<file path="src/rtl/vga_pkg.sv">
`default_nettype none
//==============================================================================
// Module : vga_pkg
// Brief  : Shared VGA timing constants, image window size and the encoding of
//          the image-switch state machine.
// Rev    : 1.0  initial release
//==============================================================================
package vga_pkg;

   localparam int H_TOTAL     = 800;
   localparam int V_TOTAL     = 525;
   localparam int H_ACT_START = 144;
   localparam int V_ACT_START = 35;
   localparam int IMG_W       = 300;
   localparam int IMG_H       = 200;

   localparam logic [1:0] ST_SHOW    = 2'd0;
   localparam logic [1:0] ST_PENDING = 2'd1;
   localparam logic [1:0] ST_APPLY   = 2'd2;

   // Slideshow successor: wraps to image 0 after the last image
   function automatic logic [1:0] next_img(input logic [1:0] cur, input logic [1:0] last);
      return (cur == last) ? 2'd0 : cur + 2'd1;
   endfunction

endpackage
`default_nettype wire

</file>
<file path="src/rtl/vga_addr_gen.sv">
`default_nettype none
//==============================================================================
// Module : vga_addr_gen
// Brief  : Image window detect and incremental ROM address generation.
//          Address = row base + column; the row base steps by IMG_W at the
//          last column of each window line, so no multiplier is needed.
// Rev    : 1.0  initial release
//==============================================================================
module vga_addr_gen #(
   parameter int H_ACT_START = vga_pkg::H_ACT_START,
   parameter int V_ACT_START = vga_pkg::V_ACT_START,
   parameter int IMG_W       = vga_pkg::IMG_W,
   parameter int IMG_H       = vga_pkg::IMG_H,
   parameter int H_TOTAL     = vga_pkg::H_TOTAL,
   parameter int V_TOTAL     = vga_pkg::V_TOTAL
) (
   input  logic        clk,
   input  logic        rst,
   input  logic [9:0]  h_cnt_i,
   input  logic [9:0]  v_cnt_i,
   output logic        in_win_o,
   output logic        active_o,
   output logic [15:0] addr_o
);
   import vga_pkg::*;

   localparam logic [9:0]  H_WS    = 10'(H_ACT_START);
   localparam logic [9:0]  H_WE    = 10'(H_ACT_START + IMG_W - 1);
   localparam logic [9:0]  V_WS    = 10'(V_ACT_START);
   localparam logic [9:0]  V_WE    = 10'(V_ACT_START + IMG_H - 1);
   localparam logic [10:0] H_TOT   = 11'(H_TOTAL);
   localparam logic [10:0] V_TOT   = 11'(V_TOTAL);
   localparam logic [15:0] IMG_W16 = 16'(IMG_W);

   logic        w_h_win;
   logic        w_v_win;
   logic        w_last_col;
   logic [15:0] col_q, col_d;
   logic [15:0] row_q, row_d;
   logic [15:0] addr_q, addr_d;

   assign w_h_win    = (h_cnt_i >= H_WS) && (h_cnt_i <= H_WE);
   assign w_v_win    = (v_cnt_i >= V_WS) && (v_cnt_i <= V_WE);
   assign in_win_o   = w_h_win && w_v_win;
   assign w_last_col = in_win_o && (h_cnt_i == H_WE);
   // Counters past the period are treated as blanking
   assign active_o   = (h_cnt_i >= H_WS) && (v_cnt_i >= V_WS) &&
                       ({1'b0, h_cnt_i} < H_TOT) && ({1'b0, v_cnt_i} < V_TOT);
   assign addr_o     = addr_q;

   // Column restarts at every non-window cycle and after the last column;
   // row base is cleared whenever the scan is outside the window rows
   always_comb begin
      col_d  = 16'd0;
      row_d  = row_q;
      addr_d = 16'd0;
      if (in_win_o) begin
         addr_d = row_q + col_q;
         if (!w_last_col) begin
            col_d = col_q + 16'd1;
         end
      end
      if (!w_v_win) begin
         row_d = 16'd0;
      end else if (w_last_col) begin
         row_d = row_q + IMG_W16;
      end
   end

   // Address counter state
   always_ff @(posedge clk or negedge rst) begin
      if (!rst) begin
         col_q  <= 16'd0;
         row_q  <= 16'd0;
         addr_q <= 16'd0;
      end else begin
         col_q  <= col_d;
         row_q  <= row_d;
         addr_q <= addr_d;
      end
   end

endmodule
`default_nettype wire

</file>
<file path="src/rtl/vga_image_ctrl.sv">
`default_nettype none
//==============================================================================
// Module : vga_image_ctrl
// Brief  : Displays one of N_IMG ROM images in a fixed window, with manual
//          select or timed slideshow; image switches happen only at frame start.
// Rev    : 1.0  initial release
//==============================================================================
module vga_image_ctrl #(
   parameter int H_ACT_START  = vga_pkg::H_ACT_START,
   parameter int V_ACT_START  = vga_pkg::V_ACT_START,
   parameter int IMG_W        = vga_pkg::IMG_W,
   parameter int IMG_H        = vga_pkg::IMG_H,
   parameter int H_TOTAL      = vga_pkg::H_TOTAL,
   parameter int V_TOTAL      = vga_pkg::V_TOTAL,
   parameter int N_IMG        = 3,
   parameter int SLIDE_FRAMES = 120
) (
   input  logic             clk,
   input  logic             rst,
   input  logic [9:0]       h_cnt,
   input  logic [9:0]       v_cnt,
   input  logic             h_sync_in,
   input  logic             v_sync_in,
   input  logic             auto_en,
   input  logic [1:0]       sel,
   input  logic [15:0]      rom_data0,
   input  logic [15:0]      rom_data1,
   input  logic [15:0]      rom_data2,
   output logic [15:0]      rom_addr,
   output logic [N_IMG-1:0] rom_en,
   output logic [3:0]       R,
   output logic [3:0]       G,
   output logic [3:0]       B,
   output logic             h_sync,
   output logic             v_sync,
   output logic [1:0]       cur_img,
   output logic             frame_start
);
   import vga_pkg::*;

   localparam int         FCW      = (SLIDE_FRAMES > 1) ? $clog2(SLIDE_FRAMES) : 1;
   localparam logic [FCW-1:0] FC_LAST = FCW'(SLIDE_FRAMES - 1);
   localparam logic [2:0] N_IMG_W  = 3'(N_IMG);
   localparam logic [1:0] IMG_LAST = 2'(N_IMG - 1);

   logic             w_in_win, w_active;
   logic [N_IMG-1:0] w_rom_en;
   logic [15:0]      w_pix;
   logic             w_unused;
   logic [11:0]      rgb_d, rgb_q;

   logic [1:0]     sel_s1_q, sel_s2_q;
   logic           auto_s1_q, auto_s2_q, auto_s3_q;
   logic           frame_start_q;
   logic [1:0]     req_q, req_d;
   logic [FCW-1:0] fcnt_q, fcnt_d;
   logic [1:0]     state_q, state_d;
   logic [1:0]     cur_q, cur_d;
   logic [N_IMG-1:0] rom_en_q;
   logic           win1_q, act1_q, win2_q, act2_q;
   logic [1:0]     img1_q, img2_q;
   logic [2:0]     hs_q, vs_q;

   vga_addr_gen #(
      .H_ACT_START (H_ACT_START),
      .V_ACT_START (V_ACT_START),
      .IMG_W       (IMG_W),
      .IMG_H       (IMG_H),
      .H_TOTAL     (H_TOTAL),
      .V_TOTAL     (V_TOTAL)
   ) u_addr_gen (
      .clk      (clk),
      .rst      (rst),
      .h_cnt_i  (h_cnt),
      .v_cnt_i  (v_cnt),
      .in_win_o (w_in_win),
      .active_o (w_active),
      .addr_o   (rom_addr)
   );

   for (genvar gi = 0; gi < N_IMG; gi++) begin : g_rom_en
      assign w_rom_en[gi] = w_in_win && (cur_q == 2'(gi));
   end

   // Input synchronizers and the registered frame-start strobe
   always_ff @(posedge clk or negedge rst) begin
      if (!rst) begin
         sel_s1_q      <= 2'd0;
         sel_s2_q      <= 2'd0;
         auto_s1_q     <= 1'b0;
         auto_s2_q     <= 1'b0;
         auto_s3_q     <= 1'b0;
         frame_start_q <= 1'b0;
      end else begin
         sel_s1_q      <= sel;
         sel_s2_q      <= sel_s1_q;
         auto_s1_q     <= auto_en;
         auto_s2_q     <= auto_s1_q;
         auto_s3_q     <= auto_s2_q;
         frame_start_q <= (h_cnt == 10'd0) && (v_cnt == 10'd0);
      end
   end

   // Requested image: synchronized sel in manual mode, timed successor in auto mode
   always_comb begin
      req_d  = req_q;
      fcnt_d = fcnt_q;
      if (auto_s2_q != auto_s3_q) begin
         fcnt_d = '0;
      end else if (auto_s2_q && frame_start_q) begin
         if (fcnt_q == FC_LAST) begin
            fcnt_d = '0;
            req_d  = next_img(cur_q, IMG_LAST);
         end else begin
            fcnt_d = fcnt_q + 1'b1;
         end
      end
      if (!auto_s2_q && ({1'b0, sel_s2_q} < N_IMG_W)) begin
         req_d = sel_s2_q;
      end
   end

   // Switch FSM: a change waits for a frame start, so a frame never mixes images
   always_comb begin
      state_d = state_q;
      cur_d   = cur_q;
      case (state_q)
         ST_SHOW: begin
            if (req_q != cur_q) state_d = ST_PENDING;
         end
         ST_PENDING: begin
            if (req_q == cur_q)     state_d = ST_SHOW;
            else if (frame_start_q) state_d = ST_APPLY;
         end
         ST_APPLY: begin
            cur_d   = req_q;
            state_d = ST_SHOW;
         end
         default: state_d = ST_SHOW;
      endcase
   end

   // Request, frame counter and FSM state
   always_ff @(posedge clk or negedge rst) begin
      if (!rst) begin
         req_q   <= 2'd0;
         fcnt_q  <= '0;
         state_q <= ST_SHOW;
         cur_q   <= 2'd0;
      end else begin
         req_q   <= req_d;
         fcnt_q  <= fcnt_d;
         state_q <= state_d;
         cur_q   <= cur_d;
      end
   end

   // Pixel pipeline: region and image travel alongside the ROM read latency
   always_ff @(posedge clk or negedge rst) begin
      if (!rst) begin
         rom_en_q <= '0;
         win1_q   <= 1'b0;
         act1_q   <= 1'b0;
         img1_q   <= 2'd0;
         win2_q   <= 1'b0;
         act2_q   <= 1'b0;
         img2_q   <= 2'd0;
         hs_q     <= 3'd0;
         vs_q     <= 3'd0;
      end else begin
         rom_en_q <= w_rom_en;
         win1_q   <= w_in_win;
         act1_q   <= w_active;
         img1_q   <= cur_q;
         win2_q   <= win1_q;
         act2_q   <= act1_q;
         img2_q   <= img1_q;
         hs_q     <= {hs_q[1:0], h_sync_in};
         vs_q     <= {vs_q[1:0], v_sync_in};
      end
   end

   // Select the ROM that was enabled for this pixel
   always_comb begin
      case (img2_q)
         2'd0:    w_pix = rom_data0;
         2'd1:    w_pix = rom_data1;
         default: w_pix = rom_data2;
      endcase
   end

   assign w_unused = ^{w_pix[11], w_pix[6:5], w_pix[0]};

   // RGB565 to 4:4:4 inside the window, white in the rest of the active area
   always_comb begin
      rgb_d = 12'h000;
      if (win2_q) begin
         rgb_d = {w_pix[15:12], w_pix[10:7], w_pix[4:1]};
      end else if (act2_q) begin
         rgb_d = 12'hFFF;
      end
   end

   // Colour output register
   always_ff @(posedge clk or negedge rst) begin
      if (!rst) rgb_q <= 12'h000;
      else      rgb_q <= rgb_d;
   end

   assign rom_en      = rom_en_q;
   assign R           = rgb_q[11:8];
   assign G           = rgb_q[7:4];
   assign B           = rgb_q[3:0];
   assign h_sync      = hs_q[2];
   assign v_sync      = vs_q[2];
   assign cur_img     = cur_q;
   assign frame_start = frame_start_q;

endmodule
`default_nettype wire
</file>
<file path="config.mk">
export PLATFORM = sky130hd
export DESIGN_NAME = vga_image_ctrl
export DESIGN_NICKNAME = d
export VERILOG_FILES = /design/src/rtl/vga_pkg.sv /design/src/rtl/vga_addr_gen.sv /design/src/rtl/vga_image_ctrl.sv
export SDC_FILE = /design/constraint.sdc
export NUM_CORES = 1
export LEC_CHECK = 0
export ABC_AREA = 0
export CORE_MARGIN = 4
export CORE_UTILIZATION = 25
export CTS_BUF_LIST = sky130_fd_sc_hd__clkbuf_16
export DETAILED_ROUTE_END_ITERATION = 12
export GPL_TIMING_DRIVEN = 0
export PLACE_DENSITY = 0.54
export SLEW_MARGIN = 20
export SYNTH_ARGS = -nofsm -noshare
export SYNTH_HDL_FRONTEND = slang
export SYNTH_SLANG_ARGS = --single-unit
</file>
<file path="constraint.sdc">
create_clock -name clk -period 2.8 [get_ports clk]
set_clock_uncertainty 0.05 [all_clocks]
set_input_delay 0.28 -clock clk [delete_from_list [all_inputs] [get_ports clk]]
set_output_delay 0.28 -clock clk [all_outputs]
set_load 0.01 [all_outputs]
</file>
==> flow_summary.json, run 1 <==
{
  "status": "finished, final reports clean",
  "yosysTopAreaCellShare_pct": 51.3,
  "cp_max_fo": 10,
  "grt_pass1_vias": 3817,
  "hp-class": "reg2reg",
  "ys_types": 54,
  "postCtsSetupBuffers": 0,
  "syn_area_um2": 4680,
  "crit_path_end_kind": "flop",
  "postSynthAreaPerCell_um2": 10.1,
  "fin_total_pwr_mw": 2.89,
  "startpoint_type": "primary input",
  "critPathLaunch": "v_cnt[4]",
  "ir_worst_vdd_uv": 248,
  "p_leak_nw": 2.62,
  "yosys_warnings": 0,
  "pwr_density_cell_nw_per_um2": 460,
  "cts_buffers": 9,
  "grt-ovfl-total": 0,
  "port_buffers": 98,
  "first_pass_iters": 4,
  "yosys.area.top_type": "dfrtp_1",
  "antenna_left": 0,
  "cts.sinks": 96,
  "nets": 666,
  "rows": 49,
  "grt_first_pass_wirelength_um": 18800,
  "min_period_ns": 2.46,
  "clock_path_buffers": 2,
  "pre_cts_slack_ns": 0.0233,
  "async_flop_share_pct": 100,
  "core_um2": 18200,
  "num-fill-cells": 1807,
  "layout-drive-gt1-share_pct": 4.66,
  "cp_num_buf_inv": 3,
  "die_h_um": 145,
  "tightest_slew_ns": 0.655,
  "synthTopCellsByArea": "dfrtp_1 51%, nand2_1 4.8%, xor2_1 4.5%",
  "worstHoldStart": "hs_q[0]",
  "die_area_um2": 21000,
  "setup_ws_ns": 0.340,
  "synth_commonest_cells": "96 x dfrtp_1, 60 x nand2_1, 48 x nor2_1",
  "clk_pin_slew_ns": 0.06,
  "wire_per_inst_um": 14.3,
  "slowest_delay_ns": 0.50,
  "drt-initial-drc-count": 178,
  "max_freq_ghz": 0.406,
  "max-cap-violations": 0,
  "timing.final.hold_violations": 0,
  "final_util_pct": 34.4,
  "drt-vias-per-instance": 4.67,
  "critPathRequiredTime_ns": 2.98,
  "grtUsageTotal_pct": 11.2,
  "slew_viol_final": 0,
  "ios": 111,
  "crit_family": "compound AO/OA/AOI/OAI gates",
  "whs_ns": 0.301,
  "design_area_um2": 6270,
  "synth_edf_count": 0,
  "wirelength_um": 11600,
  "drcViolationCount": 0,
  "antenna_found_initial": 0,
  "synth-main-ff-cell": "dfrtp_1",
  "area.growth.synth_to_final_pct": 33.9,
  "yosysSeqAreaShare_pct": 51.3,
  "post-route-period-util_pct": 87.9,
  "start_util_pct": 25.7,
  "grt_max_degree": 61,
  "relSlewSlack_pct": 56.3,
  "path_cells": "clkdlybuf4s50_1 -> a2111o_1 -> a2111oi_0 -> o21bai_2 -> a2111o_2 -> inv_4 -> nand2_4 -> buf_6 -> nor2_1",
  "crit_type": "in2reg",
  "syn-num-nets": 555,
  "root_buffer": "clkbuf_16",
  "cts_tree": "done",
  "setup_viol": 0,
  "cp_slowest_cell": "clkdlybuf4s50_1",
  "rsz0062_at_grt": "no",
  "antenna_cells": 0,
  "ys_ff_latch": 96,
  "cts_max_level": 3,
  "reg2reg_from": "u_addr_gen.col_q[10]",
  "vias": 3780,
  "die_w_um": 145,
  "clock_latency_ns": 0.34,
  "dpl_cell_area_um2": 5980,
  "yosysMostFrequentCell": "dfrtp_1",
  "gp_congestion": 0.843,
  "cp_data_arrival_time_ns": 2.64,
  "hpwlAfterDp_um": 8820,
  "netlist_instances": 464
}
area by class of cell:
| type | count | area, um^2 | share of cell area, % |
|---|---|---|---|
| timing repair buffer | 100 | 1020 | 16.3 |
| inverter | 10 | 40.0 | 0.639 |
| multi-input combinational | 344 | 2170 | 34.7 |
| sequential | 96 | 2400 | 38.3 |
| clock inverter | 7 | 56.3 | 0.898 |
| buffer | 14 | 62.6 | 0.998 |
| clock buffer | 9 | 225 | 3.59 |
| tap | 229 | 287 | 4.57 |
state kept, by name (all words and copies together) (netlist names), 2 cells and up:
register           count
cur_img                2
fcnt_q                 7
hs_q                   3
img1_q                 2
img2_q                 2
req_q                  2
rgb_q                 12
rom_en                 3
sel_s1_q               2
sel_s2_q               2
state_q                2
u_addr_gen.addr_o     16
u_addr_gen.col_q      16
u_addr_gen.row_q      14
vs_q                   3
kinds of logic (layout without fill, tap and decap cells):
logic type	Yosys count	count (layout)	synth area share, %
buffers and inverters	24	140	2.19
adders and majority gates	16	16	4.28
DFF	96	96	51.3
and+or+nand+nor	184	184	18.8
muxes	16	16	3.48
xor gates and xnor gates	40	40	7.49
AOI/OAI and AO/OA	88	88	12.4
repair_timing:
item,in CTS,in global routing
endpoints found under the hold margin,36,0
hold buffers,1,0
resized for setup,0,0
worst reg2reg max path, cell delays in order, from the launching register on:
cell and delay (ns):
dfrtp_1 0.44, ha_1 0.29, clkbuf_1 0.21, and3_1 0.31, a311oi_1 0.28, nand3_1 0.11
o22ai_1 0.17, xor2_1 0.18, nor2_1 0.05
path summary, 6_finish.rpt:
path                                         endpoint  slack [ns]  cells past startpoint
worst min register to register                hs_q[1]        0.30                      0
worst max register to register  u_addr_gen.addr_o[12]        0.61                      8
worst min-delay path                          hs_q[1]        0.30                      0
worst max-delay path              u_addr_gen.col_q[8]        0.34                      9
max in group asynchronous                   rom_en[2]        1.74                      3
min in group asynchronous       u_addr_gen.addr_o[15]        0.33                      2
layout by cell type, fill, tap and decap left out, drive strengths merged, types with 2 or more instances in the layout:
cell	count
nand2b	2
nand2	61
a2111oi	2
o21ai	34
nor2	48
ha	16
o22ai	2
o311a	2
a21o	5
clkdlybuf4s50	97
nor3b	2
or2	2
o21a	3
a31oi	4
xnor2	16
xor2	24
nand4	9
a211oi	4
clkbuf	18
and2	6
dfrtp	96
a311oi	2
buf	7
o21bai	4
clkinv	2
or3	2
mux2	2
inv	13
and4	5
a2111o	2
a21oi	16
mux2i	14
and3	8
nand3	20
nand4b	2
nor3	6
nor4	3
nor2b	6
stage by stage:
step,std cells,setup TNS [ns]
after floorplan,464,0
final,809,0
after global placement,791,-213.52
after detailed placement,792,0
after CTS,809,0
after global routing,809,0
report_power, final:
group	total (mW)	switching [mW]	leakage (nW)	internal, mW
clock	1.18	0.506	0.144	0.677
combinational	0.261	0.117	1.19	0.144
sequential	1.44	0.0164	1.28	1.42
routing by layer:
layer | GRT usage (%) | up-vias | part of all wire (%)
met5 | 0 | - | 0
met4 | 3.39 | 0 | 1.4
met3 | 2.30 | 18 | 6.4
met2 | 19.6 | 115 | 49
met1 | 13.8 | 1799 | 43
li1 | - | 1848 | -
Note: power is estimated with default switching activity, not from simulation.
==> run 2, diff against run 1 <==
--- a/config.mk
+++ b/config.mk
@@ -11,6 +11,7 @@
 export CTS_BUF_LIST = sky130_fd_sc_hd__clkbuf_16
 export DETAILED_ROUTE_END_ITERATION = 12
 export GPL_TIMING_DRIVEN = 0
+export HOLD_SLACK_MARGIN = 0.1
 export PLACE_DENSITY = 0.54
 export SLEW_MARGIN = 20
 export SYNTH_ARGS = -nofsm -noshare
==> results of run 2 <==
No change in the layout: final DEF, timing and power equal those of run 1.
